--- config.mk ---
export PLATFORM = sky130hd
export DESIGN_NAME = tpram_rd_streamer
export DESIGN_NICKNAME = d
export VERILOG_FILES = /design/src/rtl/tpram_rd_streamer.sv
export SDC_FILE = /design/constraint.sdc
export NUM_CORES = 1
export LEC_CHECK = 0
export CAP_MARGIN = 20
export CORE_ASPECT_RATIO = 1.2
export CORE_MARGIN = 2
export CORE_UTILIZATION = 52
export CTS_BUF_LIST = sky130_fd_sc_hd__clkbuf_16
export DETAILED_ROUTE_END_ITERATION = 10
export PLACE_DENSITY_LB_ADDON = 0.1
export SLEW_MARGIN = 40
export SYNTH_ARGS = -nofsm -noshare
export SYNTH_HDL_FRONTEND = slang
export SYNTH_SLANG_ARGS = --single-unit
--- constraint.sdc ---
create_clock -name EFPGA_TPRAM_R_CLK -period 3.88 [get_ports EFPGA_TPRAM_R_CLK]
set_clock_uncertainty 0.15 [all_clocks]
set_input_delay 0.582 -clock EFPGA_TPRAM_R_CLK [delete_from_list [all_inputs] [get_ports EFPGA_TPRAM_R_CLK]]
set_output_delay 0.582 -clock EFPGA_TPRAM_R_CLK [all_outputs]
set_load 0.005 [all_outputs]
--- src/rtl/tpram_rd_streamer.sv ---
// tpram_rd_streamer: walks EFPGA_TPRAM_R_ADDR from base_addr for xfer_len elements (start/abort, busy/done) and streams rd_data_in through a 2-entry out_data/out_valid/out_ready FIFO
module tpram_rd_streamer #(
  parameter int FIFO_DEPTH = 2
) (
  input  logic        EFPGA_TPRAM_R_CLK,
  input  logic        r_addr_ff_rstn,
  input  logic        start,
  input  logic [11:0] base_addr,
  input  logic [11:0] xfer_len,
  input  logic [1:0]  r_mode,
  input  logic        abort,
  output logic [11:0] EFPGA_TPRAM_R_ADDR,
  input  logic [31:0] rd_data_in,
  output logic [31:0] out_data,
  output logic        out_valid,
  input  logic        out_ready,
  output logic        busy,
  output logic        done
);
  typedef enum logic [1:0] {IDLE, RUN, DRAIN} state_t;
  state_t state, state_n;
  logic [11:0] remain, popcnt;
  logic [2:0] inc, occ;
  logic [1:0] cnt, wr_slot;
  logic [31:0] mem1;
  logic inflight, zdone, pop, issue, launch, kill;
  assign pop = out_valid & out_ready;
  assign occ = {1'b0, cnt} + {2'b0, inflight} - {2'b0, pop};
  assign issue = state == RUN && remain != 12'd0 && occ < 3'(FIFO_DEPTH);
  assign launch = state == IDLE && start && xfer_len != 12'd0;
  assign kill = state != IDLE && abort;
  assign wr_slot = cnt - {1'b0, pop};
  assign out_valid = cnt != 2'd0;
  always_ff @(posedge EFPGA_TPRAM_R_CLK or negedge r_addr_ff_rstn)
    if (!r_addr_ff_rstn) state <= IDLE;
    else state <= state_n;
  always_comb
    state_n = kill ? IDLE :
              state == IDLE ? (launch ? RUN : IDLE) :
              state == RUN ? ((issue && remain == 12'd1) ? DRAIN : RUN) :
              ((pop && popcnt == 12'd1) ? IDLE : DRAIN);
  always_comb begin
    busy = state != IDLE;
    done = zdone | (state == DRAIN && pop && popcnt == 12'd1 && !kill);
  end
  always_ff @(posedge EFPGA_TPRAM_R_CLK or negedge r_addr_ff_rstn)
    if (!r_addr_ff_rstn) begin
      EFPGA_TPRAM_R_ADDR <= 12'd0;
      remain <= 12'd0;
      popcnt <= 12'd0;
      inc <= 3'd0;
      inflight <= 1'b0;
      zdone <= 1'b0;
      cnt <= 2'd0;
      out_data <= 32'd0;
      mem1 <= 32'd0;
    end else begin
      zdone <= state == IDLE && start && xfer_len == 12'd0;
      inflight <= issue && !kill;
      if (launch) begin
        EFPGA_TPRAM_R_ADDR <= base_addr;
        remain <= xfer_len;
        popcnt <= xfer_len;
        inc <= r_mode == 2'b01 ? 3'd2 : r_mode == 2'b10 ? 3'd1 : 3'd4;
      end else if (issue) begin
        EFPGA_TPRAM_R_ADDR <= EFPGA_TPRAM_R_ADDR + {9'd0, inc};
        remain <= remain - 12'd1;
      end
      if (pop && !kill) popcnt <= popcnt - 12'd1;
      if (kill) cnt <= 2'd0;
      else begin
        cnt <= cnt + {1'b0, inflight} - {1'b0, pop};
        if (pop) out_data <= mem1;
        if (inflight && wr_slot == 2'd0) out_data <= rd_data_in;
        if (inflight && wr_slot != 2'd0) mem1 <= rd_data_in;
      end
    end
endmodule

# Word-level counts from Yosys, hierarchy flattened
# Index checks and enable logic that the tools add are counted.
[word_totals]
ff_bits = 109
latchBits = 0
ram_bits = 0
rom_bits = 0
input_bits = 63
output_inout_bits = 47
wordCells = 74
n_memories = 0
[op_classes]
n_addsub = 8
mul = 0
n_div = 0
n_lt_le_gt_ge = 1
eq_ne = 6
n_shift = 0
n_mux = 17
bitwise_logic = 3
reduce_logical = 29
[op_table]
columns = ["operator", "n"]
rows = [
  ["12-bit two-way mux", 6],
  ["32-bit two-way mux", 2],
  ["12-bit by 1-bit equality test with 1-bit output, second input constant", 2],
  ["12-bit nonzero test", 2],
  ["12-bit by 1-bit subtractor with 12-bit output, second input constant", 2],
  ["1-bit logical AND", 15],
  ["12-bit by 3-bit adder with 12-bit output", 1],
  ["12-bit logical NOT", 1],
  ["2-bit two-way mux", 6],
  ["2-bit nonzero test", 6],
  ["3-bit two-way mux", 2],
  ["2-bit by 1-bit equality test with 1-bit output, second input constant", 2],
  ["2-bit equality test, second input constant", 2],
  ["2-bit logical NOT", 2],
  ["2-bit AND reduction", 2],
  ["2-bit by 1-bit subtractor with 2-bit output", 2],
  ["2-bit by 1-bit adder with 3-bit output", 1],
  ["3-bit by 2-bit < comparator with 1-bit output, second input constant", 1],
  ["3-bit by 1-bit subtractor with 3-bit output", 1],
  ["2-bit by 1-bit adder with 2-bit output", 1],
  ["1-bit bitwise AND", 1],
  ["1-bit logical NOT", 1],
  ["1-bit two-way mux", 1],
  ["1-bit inverter", 1],
  ["1-bit bitwise OR", 1],
]

# Logic depth before layout (Yosys ltp)
[depth]
word_depth = 10
depth_mapped = 11
ltp_nobuf = 10

# Worst setup path before layout
# OpenSTA, ideal clock, no wires.
[synth_timing]
path_kind = "reg-to-reg"
startpoint = "reg cnt[1]"
endpoint = "reg EFPGA_TPRAM_R_ADDR[3]"
setup_ns = 0.076
arrival_ns = 2.940
required_time_ns = 3.654
setup_slack_ns = 0.714
path_stages_with_launch = 12
path_buffers = 1
period_less_slack_ns = 3.166
cell_sequence = "dfrtp_1 > o21ai_0 > xnor2_1 > ha_1 > inv_1 > fa_1 > xor2_1 > or3_1 > clkbuf_1 > or4_1 > xor2_1 > o21ai_1"
[synth_via]
elab_chain_cells = 6
elab_cells_between_ends = 7
cone_classes = "add/sub: 2; order compare: 1; bitwise: 1; reduce/logical: 3"
[synth_rtl]
columns = ["element", "line_no", "text"]
rows = [
  ["start, declared", "24", "logic [1:0] cnt, wr_slot;"],
  ["start signal, assigned", "72", "cnt <= cnt + {1'b0, inflight} - {1'b0, pop};"],
  ["branches (longest 2 deep; another with 2-bit by 1-bit adder with 3-bit output)", "--", ""],
  ["3-bit by 1-bit subtractor with 3-bit output (*)", "28", "assign occ = {1'b0, cnt} + {2'b0, inflight} - {2'b0, pop};"],
  ["3-bit by 2-bit < comparator with 1-bit output (*)", "29", "assign issue = state == RUN && remain != 12'd0 && occ < 3'(FIFO_DEPTH);"],
  ["1-bit logical AND (*)", "29", ""],
  ["2-bit nonzero test (no source line) (*)", "--", ""],
  ["end signal, assigned", "61", "EFPGA_TPRAM_R_ADDR <= base_addr;"],
  ["end signal, assigned", "66", "EFPGA_TPRAM_R_ADDR <= EFPGA_TPRAM_R_ADDR + {9'd0, inc};"],
  ["end, declared", "12", "output logic [11:0] EFPGA_TPRAM_R_ADDR,"],
]
# Every way passes the cells marked *.
# A chain may end at the register's enable or synchronous reset.

# Worst setup path in the final report
[layout_timing]
startpoint = "reg popcnt[5]"
endpoint = "out done"
[layout_via]
elab_chain_cells = 4
[layout_rtl]
columns = ["element", "line_no", "text"]
rows = [
  ["start, declared", "22", "logic [11:0] remain, popcnt;"],
  ["start signal, assigned", "63", "popcnt <= xfer_len;"],
  ["start signal, assigned", "69", "if (pop && !kill) popcnt <= popcnt - 12'd1;"],
  ["12-bit by 1-bit equality test with 1-bit output", "44", "done = zdone | (state == DRAIN && pop && popcnt == 12'd1 && !kill);"],
  ["1-bit logical AND (2 in a row)", "44", ""],
  ["1-bit bitwise OR", "44", ""],
  ["end, declared", "18", "output logic done"],
]
# Every way passes these cells.

==> metrics.txt <==
most frequent cells in the layout=109 x dfrtp_1, 108 x clkdlybuf4s50_1, 93 x mux2_2; worst-margin pin slew=0.642 ns; CTS tree=built; Post-synth top flop=dfrtp_1; post-route design area=7020 sq um; Fin. Hold Viols=0; Max Buffers Root-to-Sink=2; Port-buffer cells=109; CTS buffer count=9; # DRC=0; Die Y=117 microns; Post-synth EDFFs=0; clk sink count=109; GRT Total Usage=22.6%; cts repair resizes=0; Synth Area in Compound Gates=9.12%; Layout Nets=664; Filler cells=802; worst vdd ir=0.336 mV; Crit path required time=3.15 ns; die width=97.8 microns; status=finished clean; Non-Filler Instances=722; Cell Rows=41; RePlAce Congestion=0.883; DRT iter0 DRCs=160; #FFs+latches synth=109; antenna viol nets, final=0; post-synthesis sequential area ratio=49.7%; core box area=10400 sq um; clk root buf=clkbuf_16; number of global-route vias before repair=4270; Via-to-Cell Ratio=5.79; Layout area overhead=27.9%; Adder-Cell Fraction of Synth Area=3.24%; Rel. slew slack=56.9%; clock-pin slew on the worst setup and hold paths=0.07 ns; drt total wl=12500 microns; largest net degree at the start of global routing=42; # IOs=110; Async SR Flop Fraction=100%; placed cell areas=6720 sq um; mux cell area share after synthesis=19.7%; Netlist cell types=55; critical path fanouts, max=5; Post-Syn Area=5490 sq um; number of antenna violations at the first check in global routing=0; main combinational cell family by area after synthesis=multiplexers; post-CTS setup buffers=0; antenna cells=0; worst setup path class=reg -> out; RSZ-0062 raised after global routing=no; Static Leak=0.00291 uW; WHS=0.0376 ns; crit path time final=3.45 ns; total grt overflow=0; drt wl/cell=17.3 microns; Hold WC Path Type=in -> async; layout cells sized above 1=21.8%; detailed placer's ending HPWL=8890 microns; post-cts hold buffer count=0; Critical Path Sink Type=output pin; # setup viols final=0; commonest non-fill, non-tap cell in the layout=dfrtp_1; DR pass1 iterations=4; post-route total power=5370 uW; Final period util=88.8%; Max Cap Viol=0; CP Launch Type=flop; pwr dens=765 nW/um^2; Synth Area in Simple Gates=13.5%; Cells after Synth=479; die area=11400 sq um; via count=4183; syn avg cell area=11.5 sq um; fmax=0.290 GHz; Post-Synth XOR/XNOR Area=2.23%; H-tree levels=3; first-pass GRT wire length=20600 microns; Syn. warnings=0; Max Slew Vio Count=0; crit path DAT=2.71 ns; Final TNS setup=0 ns; initial core utilization=52.7%; Clock Latency Late Sink=0.34 ns; Placed Cells=706; Synthesized Nets=555
==> report_power, final <==
| part | total, uW | internal [uW] | switching, uW |
|---|---|---|---|
| clock network | 925 | 504 | 421 |
| registers | 2090 | 1680 | 409 |
| logic | 2350 | 1360 | 988 |
| total | 5370 | 3550 | 1820 |
==> Yosys cell counts (all sizes together) (6+ instances only) <==
| master | n | area [sq um] |
|---|---|---|
| clkbuf | 10 | 37.5 |
| a221o | 9 | 90.1 |
| mux2 | 96 | 1080 |
| nor3 | 14 | 75.1 |
| inv | 14 | 52.6 |
| nand2 | 35 | 134 |
| o21ai | 21 | 105 |
| dfrtp | 109 | 2730 |
| a21oi | 16 | 91.3 |
| nand4 | 6 | 37.5 |
| xor2 | 9 | 78.8 |
| or4 | 8 | 67.6 |
| buf | 9 | 50.0 |
| nor4 | 7 | 43.8 |
| ha | 11 | 138 |
| nor2 | 34 | 128 |
==> final cells by class <==
type | instances | area, sq um | share of cell area, %
Sequential cell | 109 | 2730 | 38.8
Multi-Input combinational cell | 337 | 2630 | 37.5
Timing Repair Buffer | 117 | 1150 | 16.4
Clock buffer | 9 | 225 | 3.21
Tap cell | 129 | 161 | 2.30
Clock inverter | 7 | 72.6 | 1.03
Inverter | 14 | 52.6 | 0.748
==> sequential cells by signal, summed over array words and instances, names as in the netlist <==
register and count:
zdone 1, out_data 32, mem1 32, popcnt 12, inflight 1, EFPGA_TPRAM_R_ADDR 12, state 2, cnt 2
remain 12, inc 3
==> path summary, 6_finish.rpt <==
| path | startpoint | endpoint | cells after the start | slack, ns |
|---|---|---|---|---|
| setup / recovery | popcnt[5] | done | 5 | 0.43 |
| min in group EFPGA_TPRAM_R_CLK | popcnt[6] | popcnt[6] | 1 | 0.33 |
| hold / removal | r_addr_ff_rstn | mem1[24] | 1 | 0.04 |
| hold reg to reg | popcnt[6] | popcnt[6] | 1 | 0.33 |
| setup reg to reg | cnt[1] | EFPGA_TPRAM_R_ADDR[3] | 10 | 0.63 |
| max in group asynchronous | r_addr_ff_rstn | out_data[28] | 2 | 2.63 |
==> cell families (layout without fill, tap and decap cells) <==
logic type | count (synthesis) | in the layout
compound gates | 73 | 73
xor+xnor | 14 | 14
fa+ha+maj | 13 | 13
buf+inv | 33 | 147
flops | 109 | 109
mux | 96 | 96
simple gates | 141 | 141
==> worst max-delay path: stages, from the launching register on <==
cell and delay [ns]:
dfrtp_1 0.41, or3_1 0.41, or4_1 0.49, nor4_1 0.38
a21o_1 0.18, clkdlybuf4s50_1 0.50
==> metal layers <==
layer	GRT usage [%]	wire, microns	share of wire (%)
met1	28.1	5280	42
met2	40.5	6500	52
met3	3.77	531	4.3
met4	7.87	141	1.1
met5	0	0	0
==> through the flow <==
stage,setup WS [ns],utilization [%]
6_report,0.434,67.4
5_1_grt,0.317,67.4
4_1_cts,0.439,67.4
3_5_place_dp,0.149,64.6
3_3_place_gp,0.198,64.6
2_1_floorplan,0.714,-
Power figures use the tool's default switching activity.
